$ cat config.mk
export PLATFORM = sky130hd
export DESIGN_NAME = intr_controller
export DESIGN_NICKNAME = d
export VERILOG_FILES = /design/src/rtl/intr_pkg.sv /design/src/rtl/intr_prio_sel.sv /design/src/rtl/intr_controller.sv
export SDC_FILE = /design/constraint.sdc
export NUM_CORES = 1
export LEC_CHECK = 0
export BUFFER_PORTS_ARGS = -buffer_cell sky130_fd_sc_hd__buf_2
export CORE_MARGIN = 1.5
export CORE_UTILIZATION = 43
export DETAILED_ROUTE_END_ITERATION = 10
export PLACE_DENSITY = 0.83
export SYNTH_ARGS = -nofsm -noshare
export SYNTH_HDL_FRONTEND = slang
export SYNTH_SLANG_ARGS = --single-unit
$ cat constraint.sdc
create_clock -name clk -period 1.5 [get_ports clk]
set_clock_uncertainty 0.15 [all_clocks]
set_input_delay 0.15 -clock clk [delete_from_list [all_inputs] [get_ports clk]]
set_output_delay 0.15 -clock clk [all_outputs]
set_load 0.01 [all_outputs]
$ cat src/rtl/intr_pkg.sv
// intr_pkg: shared defaults, FSM state codes and reset constants for the interrupt controller
package intr_pkg;
  localparam int NUM_IRQ_DEFAULT = 4;
  localparam int VEC_W_DEFAULT = 2;
  localparam logic [1:0] IDLE = 2'd0;
  localparam logic [1:0] REQ = 2'd1;
  localparam logic [1:0] SERVICE = 2'd2;
  localparam logic [NUM_IRQ_DEFAULT-1:0] MASK_RESET = '0;
endpackage

$ cat src/rtl/intr_prio_sel.sv
// intr_prio_sel: lowest-index-first selector over the eligible interrupt set
module intr_prio_sel #(
  parameter int NUM_IRQ = 4,
  parameter int VEC_W = 2
) (
  input  logic [NUM_IRQ-1:0] req,
  output logic [VEC_W-1:0]   vec,
  output logic               any_valid
);
  assign any_valid = |req;
  // scan from the top so the lowest set index is the last one written
  always_comb begin
    vec = '0;
    for (int i = NUM_IRQ - 1; i >= 0; i--) if (req[i]) vec = VEC_W'(i);
  end
endmodule

$ cat src/rtl/intr_controller.sv
// intr_controller: edge-latched, masked, fixed-priority interrupt sequencer; define INTR_CTRL_SYNC_EN to add a 2-flop input synchronizer
module intr_controller
  import intr_pkg::*;
#(
  parameter int NUM_IRQ = NUM_IRQ_DEFAULT,
  parameter int VEC_W = VEC_W_DEFAULT
) (
  input  logic               clk,
  input  logic               rst_n,
  input  logic [NUM_IRQ-1:0] irq_in,
  input  logic               mask_we,
  input  logic [NUM_IRQ-1:0] mask_wdata,
  input  logic               cpu_ack,
  input  logic               cpu_eoi,
  output logic               irq_out,
  output logic [VEC_W-1:0]   irq_vec,
  output logic [NUM_IRQ-1:0] pending,
  output logic [NUM_IRQ-1:0] in_service,
  output logic [NUM_IRQ-1:0] mask
);
  if (NUM_IRQ < 2 || (NUM_IRQ & (NUM_IRQ - 1)) != 0 || VEC_W != $clog2(NUM_IRQ)) begin : g_bad_cfg
    $error("intr_controller: NUM_IRQ must be a power of 2 >= 2 and VEC_W = log2(NUM_IRQ)");
  end
  logic [1:0]         state;
  logic [NUM_IRQ-1:0] irq_src, irq_d, rise, elig, cur, clr;
  logic [VEC_W-1:0]   win;
  logic               any, take;
`ifdef INTR_CTRL_SYNC_EN
  logic [NUM_IRQ-1:0] sync_q1, sync_q2;
  // two-stage synchronizer for asynchronous interrupt lines
  always_ff @(posedge clk or negedge rst_n) begin
    if (!rst_n) begin
      sync_q1 <= '0;
      sync_q2 <= '0;
    end else begin
      sync_q1 <= irq_in;
      sync_q2 <= sync_q1;
    end
  end
  assign irq_src = sync_q2;
`else
  assign irq_src = irq_in;
`endif
  assign rise = irq_src & ~irq_d;
  assign elig = pending & ~mask;
  assign cur = NUM_IRQ'(1) << irq_vec;
  assign take = state == REQ && cpu_ack;
  assign clr = take ? cur : '0;
  assign irq_out = state == REQ;
  intr_prio_sel #(.NUM_IRQ(NUM_IRQ), .VEC_W(VEC_W)) u_sel (
    .req(elig),
    .vec(win),
    .any_valid(any)
  );
  // edge latch, mask register and request/ack/eoi sequencing; a new edge beats a same-cycle ack clear
  always_ff @(posedge clk or negedge rst_n) begin
    if (!rst_n) begin
      state <= IDLE;
      irq_vec <= '0;
      pending <= '0;
      in_service <= '0;
      mask <= NUM_IRQ'(MASK_RESET);
      irq_d <= '0;
    end else begin
      irq_d <= irq_src;
      pending <= (pending & ~clr) | rise;
      if (mask_we) mask <= mask_wdata;
      if (state == IDLE && any) begin
        state <= REQ;
        irq_vec <= win;
      end else if (take) begin
        state <= SERVICE;
        in_service <= cur;
      end else if (state == REQ && !elig[irq_vec]) begin
        state <= IDLE;
      end else if (state == SERVICE && cpu_eoi) begin
        state <= IDLE;
        in_service <= '0;
      end else if (state != IDLE && state != REQ && state != SERVICE) begin
        state <= IDLE;
      end
    end
  end
endmodule
# == Yosys cells after proc, flatten, opt, wreduce, memory -nomap -nowiden ==
# Cells that the tools add are included.
# op_classes
order_cmp,1
reduce_logical,13
n_shift,1
mux,15
eq_ne,5
bitwise_logic,8
# op_table
cell,n
2-to-1 mux 2 bit,9
2-to-1 mux 4 bit,4
bitwise AND 4 bit,3
inverter 4 bit,3
logical AND 1 bit,6
nonzero test 5 bit,1
"!= test 2 bit, second input constant",2
OR 4 bit,1
nonzero test 2 bit,2
OR reduction 4 bit,1
"<< shifter 1 x 2 -> 4 bit, first input constant",1
"< comparator 2 x 3 -> 1 bit, second input constant",1
AND reduction 3 bit,1
binary-select mux 1 bit (select 2 bit),1
"equality test 2 x 1 -> 1 bit, second input constant",1
"equality test 2 bit, second input constant",1
logical NOT 2 bit,1
"!= test 2 x 1 -> 1 bit, second input constant",1
logical NOT 1 bit,1
2-to-1 mux 1 bit,1
inverter 1 bit,1
# word_totals
register_bits,20
inputBits,13
out_inout_bits,15
elab_cells,49

# == Longest topological paths before layout ==
# depth
ltp_word,9
ltp_mapped,4
depth_no_buf,4

# == Modules after synthesis ==
# A second synthesis with hierarchy kept.
# hier_totals
cells_unflattened,69
hier_area_um2,827.0
# modules_own_cells
module,instances,area_each_um2,cells_each,seq_area_each_um2
intr_controller,1,792.0,62,500.5
intr_prio_sel,1,35.0,7,0.0

# == Worst setup path after synthesis ==
# OpenSTA, ideal clock, no wires.
# synth_timing
path_kind,register to register
startpoint,register mask[3]
endpoint,register state[0]
slack_ns,0.050
stages_incl_launch_ff,4
t_arrival_ns,1.197
required_time_ns,1.246
n_path_buf,0
setup_ns,0.104
synth_period_minus_slack_ns,1.450
path_cell_list,dfrtp_1 -> nand2b_4 -> mux4_2 -> o41ai_2
# synth_via
elab_chain_cells,9
word_cells_on_any_way,12
cone_classes,mux: 5; bitwise: 2; reduce/logical: 5
# synth_lines
item,line_no,source
start: declaration,intr_controller.sv:19,output logic [NUM_IRQ-1:0] mask
start signal: assignment,intr_controller.sv:62,mask <= NUM_IRQ'(MASK_RESET);
start signal: assignment,intr_controller.sv:67,if (mask_we) mask <= mask_wdata;
inverter 4 bit *,intr_controller.sv:45,assign elig = pending & ~mask;
bitwise AND 4 bit *,intr_controller.sv:45,
binary-select mux 1 bit (select 2 bit),intr_controller.sv:74,end else if (state == REQ && !elig[irq_vec]) begin
2-to-1 mux 1 bit (not written as such),intr_controller.sv:74,
logical NOT 1 bit,intr_controller.sv:74,
logical AND 1 bit,intr_controller.sv:74,
2-to-1 mux 2 bit,intr_controller.sv:74,
2-to-1 mux 2 bit,intr_controller.sv:71,end else if (take) begin
2-to-1 mux 2 bit,intr_controller.sv:68,if (state == IDLE && any) begin
end signal: assignment,intr_controller.sv:69,state <= REQ;
end signal: assignment,intr_controller.sv:72,state <= SERVICE;
end signal: assignment,intr_controller.sv:75,state <= IDLE;
end: declaration,intr_controller.sv:24,logic [1:0] state;
# Mark *: on every way between the ends. The rest lies on a longest branch, timed or not. The select of a mux whose other input is x is not followed.
# A chain may end at the register's enable or synchronous reset.

# == Worst setup path after layout ==
# layout_timing
startpoint,register mask[1]
endpoint,register state[0]
# The elaborated chain is that of the path after synthesis.

==> summary.txt <==
Logic synthesis
  • Most common cell in the netlist: dfrtp_1
  • Post-Syn Nets: 82
  • Post-synth top area share: 60.1%
  • Post-synthesis sequential area ratio: 60.1%
  • Main synth FF type: dfrtp_1
  • Mapped Cells: 69
  • Syn avg cell area: 12.1 sq um
  • Cell taking the most area after synthesis: dfrtp_1
  • Synth Register Bits: 20
  • Number of synthesized flops with an enable pin: 0
  • Ranking of synthesized cells by area: dfrtp_1 60%, mux2_2 6.8%, nand2b_4 6.6%, nand2_1 5.4%, o21ai_0 3.6%
  • Most frequent cells after synthesis: 20 x dfrtp_1, 12 x nand2_1, 6 x inv_1, 6 x o21ai_0, 5 x mux2_2
  • Mapped cell area: 833 sq um
  • Yosys cell types: 21
  • Synth warn: 0
  • Asr flop ratio synth: 100%

STA
  • TNS Setup: 0 ns
  • Pins Over Slew Limit: 0
  • Setup slack after layout: 0.0336 ns
  • Unrepaired setup endpoints after global routing: false
  • Final Critical Period: 1.47 ns
  • Final cycle utilization of the critical path: 97.8%
  • Final setup viols: 0
  • Hold Violations, Final: 0
  • Worst rel slew slack: 70.9%
  • Least-Margin Pin Slew: 0.436 ns
  • Max Fclk: 682 MHz

Status
  • Outcome: finished, final reports clean

Global route
  • Initial antenna violation count: 0
  • Vias in the first global route: 648
  • First-pass GRT wire length: 2720 microns
  • Pin count of the biggest net entering global routing: 21
  • Total gr overflow: 0
  • Total track usage: 17.9%

Die
  • Site row count: 15
  • Initial Util: 47.2%
  • Die area: 0.00221 sq mm
  • Core Region: 0.00176 sq mm
  • # IOs: 28
  • Chip width: 47.0 microns
  • Die H: 47.0 microns

Routing
  • Drt total wl: 1720 microns
  • Top layer in use: met4
  • Residual DRC: 0
  • Wire per inst: 12.6 microns
  • DR WL met2: 876 microns
  • Metal-1 WL: 748 microns
  • First drt pass iteration count: 4
  • Post-DRT Antenna Nets: 0
  • First DRT Iteration DRCs: 13
  • Vias per inst: 4.71
  • Routed wl met3: 78 microns
  • Vias: 641

Placement
  • Cells after DPL: 122
  • GPL Wtd Cong: 0.702
  • Dpl ws: 0.0494 ns
  • Port bufs: 27
  • Hpwl dp: 1210 microns

Clock network
  • TritonCTS clock tree: yes
  • Clk slew on worst S/H paths: 0.11 ns
  • Max clock buf depth: 2
  • Insertion delay to the later sink of the worst-skew pair: 0.29 ns
  • CTS root buf: clkbuf_4
  • CTS H-tree lvls: 1
  • Total CTS buffers: 3
  • Clock Sinks: 20

Worst setup path
  • Startpoint Class: flip-flop
  • Critical path type: flip-flop to flip-flop
  • Max FO, Critical Path: 3
  • WP data arrival: 1.52 ns
  • Worst setup EP type: flip-flop
  • CP required: 1.56 ns

Pwr
  • Max rail drop VDD: 0.821 mV
  • Power Density: 1580 mW/mm^2
  • Tot Pwr: 1.82 mW
  • Pleak: 0.590 nW

Cells and area
  • Area grow syn2layout: 38.1%
  • Ratio of cells with drive above 1 in the final layout: 40.5%
  • Fin nets: 126
  • Non-Filler Instances: 136
  • # diodes: 0

Min path
  • Hold WC Path Type: primary input to flip-flop

Run
  • Max_cap viols: 0
[kinds of logic after synthesis]
kind of cell,share of synthesized area [%]
AOI/OAI and AO/OA,10.7
buffers and inverters,2.70
DFF,60.1
muxes,9.46
and+or+nand+nor,17.1
[worst paths after layout]
kind                          start             to  slack [ns]  cells past startpoint
min reg2reg                irq_d[1]     pending[1]        0.28                      1
min                         mask_we        mask[2]       0.002                      2
min in group asynchronous     rst_n  in_service[3]        0.16                      2
max in group asynchronous     rst_n  in_service[1]        0.72                      2
max                         mask[1]       state[0]        0.03                      3
max reg2reg                 mask[1]       state[0]        0.03                      3
[registers in the layout, indices dropped and copies added (netlist names)]
register	flops
state	2
pending	4
in_service	4
mask	4
irq_d	4
irq_vec	2
[per-stage QoR]
step                hold WS, ns  area, sq um  util (%)
global placement        -0.0415         1010      57.1
detailed placement      -0.0335         1010      57.1
floorplan                -0.296          833         -
global route            0.00966         1150      65.2
finish                  0.00202         1150      65.2
CTS                     0.00154         1140      64.6
[report_power, final]
| part | leakage [nW] | internal (mW) | total, mW | switching (mW) |
|---|---|---|---|---|
| registers | 0.234 | 0.692 | 0.850 | 0.158 |
| logic | 0.343 | 0.359 | 0.724 | 0.366 |
| clock network | 0.0138 | 0.0933 | 0.245 | 0.151 |
| total | 0.590 | 1.14 | 1.82 | 0.675 |
[layer usage]
layer	track usage (%)	up-vias
met1	22.4	298
met5	0	-
met2	31.8	20
met3	2.31	2
li1	-	321
met4	6.67	0
[cell usage in the layout, fill, tap and decap left out, types with 2 or more instances in the layout]
master         instances
mux2_2                 5
o21ai_0                6
nand2b_4               4
dlygate4sd3_1         11
nand2_1               12
buf_2                 27
clkbuf_4               3
inv_1                  6
a21oi_1                2
dfrtp_1               20
[cell type report]
| type | count | area (sq um) |
|---|---|---|
| multi-input combinational | 43 | 322 |
| tap | 25 | 31.3 |
| clock buffer | 3 | 22.5 |
| timing repair buffer | 39 | 253 |
| sequential | 20 | 500 |
| fill | 146 | 613 |
| inverter | 6 | 22.5 |
[repair_timing]
item,in CTS,in global routing
hold endpoints to repair,34,0
hold buffers,11,0
endpoints found under the setup margin,0,5
gates resized for setup,0,3
buffers inserted,0,0
[critical path, stage by stage, from the launching register on]
cell	delay (ns)
dfrtp_1	0.42
nand2b_4	0.16
mux4_2	0.46
o41ai_2	0.19
Power figures use the tool's default switching activity.
